<file path="config.mk">
export PLATFORM = sky130hd
export DESIGN_NAME = rom_writer
export DESIGN_NICKNAME = d
export VERILOG_FILES = /design/src/rtl/rom_writer.sv
export SDC_FILE = /design/constraint.sdc
export NUM_CORES = 1
export LEC_CHECK = 0
export BUFFER_PORTS_ARGS = -buffer_cell sky130_fd_sc_hd__buf_2
export CAP_MARGIN = 10
export CELL_PAD_IN_SITES_DETAIL_PLACEMENT = 1
export CELL_PAD_IN_SITES_GLOBAL_PLACEMENT = 1
export CORE_MARGIN = 2
export CORE_UTILIZATION = 36
export CTS_CLUSTER_DIAMETER = 40
export DETAILED_ROUTE_END_ITERATION = 6
export GPL_ROUTABILITY_DRIVEN = 1
export PLACE_DENSITY_LB_ADDON = 0.1
export SETUP_SLACK_MARGIN = 0.15
export SLEW_MARGIN = 20
export SYNTH_ARGS = -nofsm -noshare
export SYNTH_HDL_FRONTEND = slang
export SYNTH_SLANG_ARGS = --single-unit
</file>
<file path="constraint.sdc">
create_clock -name clk_i -period 3.1 [get_ports clk_i]
set_clock_uncertainty 0.1 [all_clocks]
set_input_delay 0.31 -clock clk_i [delete_from_list [all_inputs] [get_ports clk_i]]
set_output_delay 0.31 -clock clk_i [all_outputs]
set_load 0.01 [all_outputs]
</file>
<file path="src/rtl/rom_writer.sv">
// Program-memory loader: range-checks a run, then streams words from a valid/ready
// input into consecutive memory addresses starting at a programmed address.
module rom_writer #(
  parameter int ROM_DEPTH  = 8,
  parameter int DATA_WIDTH = 32,
  localparam int ADDR_WIDTH = (ROM_DEPTH > 1) ? $clog2(ROM_DEPTH) : 1
) (
  input  logic                  clk_i,
  input  logic                  nrst_i,
  input  logic                  start_i,
  input  logic [31:0]           start_addr_i,
  input  logic [31:0]           word_count_i,
  input  logic                  abort_i,
  input  logic [DATA_WIDTH-1:0] s_data_i,
  input  logic                  s_valid_i,
  output logic                  s_ready_o,
  output logic                  mem_we_o,
  output logic [31:0]           mem_addr_o,
  output logic [DATA_WIDTH-1:0] mem_data_o,
  output logic                  busy_o,
  output logic                  done_o,
  output logic                  err_o,
  output logic [31:0]           wr_count_o
);

  typedef enum logic [1:0] {
    IDLE  = 2'd0,
    WRITE = 2'd1,
    DONE  = 2'd2
  } state_t;

  state_t                state;
  logic [ADDR_WIDTH-1:0] addr;
  logic [ADDR_WIDTH-1:0] mem_addr;
  logic [31:0]           remaining;
  logic [32:0]           end_addr;
  logic                  range_err;

  // 33-bit sum so a huge word count cannot wrap past the depth check
  assign end_addr  = {1'b0, start_addr_i} + {1'b0, word_count_i};
  assign range_err = (start_addr_i >= 32'(ROM_DEPTH)) || (end_addr > 33'(ROM_DEPTH));

  assign s_ready_o  = (state == WRITE);
  assign busy_o     = (state != IDLE);
  assign mem_addr_o = {{(32-ADDR_WIDTH){1'b0}}, mem_addr};

  always_ff @(posedge clk_i or negedge nrst_i) begin
    if (!nrst_i) begin
      state      <= IDLE;
      addr       <= '0;
      mem_addr   <= '0;
      remaining  <= '0;
      mem_we_o   <= 1'b0;
      mem_data_o <= '0;
      done_o     <= 1'b0;
      err_o      <= 1'b0;
      wr_count_o <= '0;
    end else begin
      mem_we_o <= 1'b0;
      done_o   <= 1'b0;
      err_o    <= 1'b0;
      case (state)
        IDLE: begin
          if (start_i) begin
            if (range_err) begin
              err_o <= 1'b1;
            end else if (word_count_i == 32'd0) begin
              wr_count_o <= '0;
              done_o     <= 1'b1;
              state      <= DONE;
            end else begin
              addr       <= start_addr_i[ADDR_WIDTH-1:0];
              remaining  <= word_count_i;
              wr_count_o <= '0;
              state      <= WRITE;
            end
          end
        end
        WRITE: begin
          // Abort wins over a same-cycle handshake: that word is dropped
          if (abort_i) begin
            state <= IDLE;
          end else if (s_valid_i) begin
            mem_we_o   <= 1'b1;
            mem_addr   <= addr;
            mem_data_o <= s_data_i;
            addr       <= addr + 1'b1;
            remaining  <= remaining - 32'd1;
            wr_count_o <= wr_count_o + 32'd1;
            if (remaining == 32'd1) begin
              done_o <= 1'b1;
              state  <= DONE;
            end
          end
        end
        DONE: begin
          state <= IDLE;
        end
        default: begin
          state <= IDLE;
        end
      endcase
    end
  end

endmodule

</file>
==> metrics.csv <==
metric,value,unit
initial antenna violation count,0,
Synth Area in XOR/XNOR,1.763,%
Die Wd,152.6,um
measured slew at the worst slew-check pin,910.4,ps
FF-to-FF Start,wr_count_o[0]$_DFFE_PN0P_,
Slew headroom,39.30,%
Syn Area/Cell,7.817,um^2
setup tns final,-21250,ps
CTS root buffer,clkbuf_16,
Worst R2R Path Depth,12,
Final #Nets,1553,
asr flop ratio synth,100.0,%
Clock Latency Late Sink,380,ps
Simple-Gate Fraction of Synth Area,27.29,%
post-synthesis mux area share,0.4092,%
gpl congestion,0.8842,
Area Overhead vs Synth,52.63,%
global-route wire length before repair,51880,um
"most common cell after layout, fill and taps aside",buf_4,
final worst setup slack,-407.3,ps
"Primary FF master, synth",dfrtp_1,
Netlist cell types,74,
Final Critical Period,3507,ps
yosys warns,0,
Core Rows,54,
violated checks,negative setup slack,
initial DRC count,386,
Final period util,113.1,%
static leakage,5.832,nW
Tightest Hold Check Type,input port to flop,
TritonRoute pass-1 iters,5,
Hold Crit Start,s_data_i[24],
clock-pin slew on the worst setup and hold paths,100,ps
average wire per standard cell,19.28,um
FF-to-FF End,wr_count_o[24]$_DFFE_PN0P_,
Vias/cell,5.495,
R2R Setup Slk,-260,ps
Port Buffer Count,172,
end of the worst hold path,mem_data_o[24]$_DFFE_PN0P_,
RSZ-0062 raised after global routing,yes,
largest net degree at the start of global routing,55,
Final Hold Vio Count,0,
via count,9341,
Post-DRT Antenna Nets,0,
Cells after Synth,1017,
final hold slack,15.81,ps
Initial Utilization,36.54,%
area of the core region,21760,um^2
CTS tree,built,
Synth area leader,dfrtp_1,
Post-synth EDFFs,0,
post-synth top area share,33.68,%
vias in the first global route,9759,
Crit path required time,3300,ps
adder-cell share of the synthesized area,5.918,%
VDD IR max,0.0002532,V
GRT Total Usage,27.39,%
"flops & latches, synth",107,
clk sinks,107,
Post-Syn Area,7950,um^2
Compound-Gate Fraction of Synth Area,24.65,%
Critical Path Start Type,input port,
outcome,"complete, but fails checks",
type of the worst setup path,input port to flop,
GRT overflow,0,
dpl hpwl,24430,um
post-synthesis sequential area ratio,33.68,%
Ports,202,
clk buf depth,2,
CTS HTree Levels,3,
largest family of logic cells by synthesized area,simple AND/OR/NAND/NOR gates,
Die ar.,23290,um^2
layout cells sized above 1,42.18,%
worst hold stages,3,
fmax,285.1,MHz
"top cells by area, synth","dfrtp_1 (34%), nand2_1 (9.8%), a21oi_1 (5.9%)",
Max Slew Vio Count,0,
PwrDens,346.1,nW/um^2
total wire length,32770,um
Max Cap Viol,0,
CP endpoint kind,flop,
most frequent cells in the layout,"buf_4 (236), nand2_1 (203), buf_2 (168)",
setup violators final,66,
CTS Buf Count,9,
# DRC,0,
Ant. Diodes,0,
CP max FO,5,
Critical Path AT,3700,ps
die outline height,152.6,um
[kinds of logic (layout without fill, tap and decap cells)]
logic type / count (synthesis) / count (layout)
AOI/OAI and AO/OA: 304 / 304
xor gates and xnor gates: 16 / 16
adders and majority gates: 37 / 37
buffers and inverters: 99 / 474
DFF: 107 / 107
muxes: 3 / 3
other: 1 / 29
and+or+nand+nor: 450 / 450
[worst max path at each step]
stage	from	end	slack, ps	cells past startpoint
detailed placement	word_count_i[0]	remaining[9]$_DFFE_PN0P_	-900	16
finish	word_count_i[14]	wr_count_o[22]$_DFFE_PN0P_	-410	16
global route	word_count_i[0]	wr_count_o[22]$_DFFE_PN0P_	-560	17
floorplan	start_addr_i[20]	wr_count_o[24]$_DFFE_PN0P_	-520	13
global placement	start_addr_i[4]	remaining[13]$_DFFE_PN0P_	-820	14
CTS	word_count_i[0]	wr_count_o[24]$_DFFE_PN0P_	-330	15
[flip-flops by register name, indices dropped and copies added, names as in the netlist]
signal and flops:
remaining 32, addr 3, mem_addr 3, wr_count_o 32
mem_data_o 32, done_o 1, state 2, err_o 1
mem_we_o 1
[worst max-delay path: stages]
cell,delay [ps]
buf_2,130
ha_2,390
buf_4,140
nand2_1,60
o21a_1,230
buf_4,160
nand3_1,110
nand4b_1,170
a2111oi_4,320
nand4_1,200
nor4_4,310
buf_4,190
a41oi_4,190
or2_1,290
or4_1,410
o21ai_1,90
[synth_stat cells (all sizes together), types with 6 or more instances]
library cell and count:
nand2 207, dfrtp 107, a21oi 95, o21ai 79, nor2 62, buf 39, clkbuf 38, ha 36
nor4 28, nor3 27, nand3 24, a21o 23, nand4 23, inv 21, a22o 19, and3 14
xnor2 14, o22ai 13, nand2b 11, or3 11, o211ai 9, a211oi 8, o21a 8, nor3b 7
a21boi 6, or2 6
[report_power, final]
group	internal [mW]	switching, mW
clock network	0.604	0.673
logic	0.654	0.728
registers	1.47	0.0670
total	2.73	1.47
[stage by stage]
stage	instances	total power [mW]	instance area [um^2]	worst slack (ps)	utilization [%]
3_5_place_dp	1657	2.807	10840	-902.4	49.83
5_1_grt	1700	4.408	12130	-559.0	55.77
3_3_place_gp	1657	2.774	10840	-822.3	49.83
6_report	1700	4.199	12130	-407.3	55.77
4_1_cts	1697	4.167	11850	-333.5	54.45
2_1_floorplan	1045	2.166	8215	-523.5	-
[final cells by class]
cell class	instances	area [um^2]
Clock inverter	7	98.84
Timing Repair Buffer	436	3100
Inverter	22	82.58
Fill cell	2671	9622
Multi-Input combinational cell	839	5599
Clock buffer	9	225.2
Sequential cell	107	2678
Tap cell	280	350.3
[timing repair]
item                                   in CTS  in global routing
setup endpoints to repair                  71                 71
resized for setup                         117                 57
endpoints found under the hold margin      52                  0
setup buffers                              17                  3
pin swaps                                  41                 40
hold buffers                                3                  0
cloned                                      4                  0
[metal layers]
| metal | routed length (um) | GRT usage, % | up-vias |
|---|---|---|---|
| met4 | 917 | 9.259 | 0 |
| met3 | 1493 | 4.551 | 56 |
| met2 | 15570 | 45.27 | 229 |
| met1 | 14790 | 36.51 | 4611 |
| li1 | - | - | 4445 |
| met5 | 0 | 0 | - |
No activity file was read; power rests on OpenSTA's default activity.
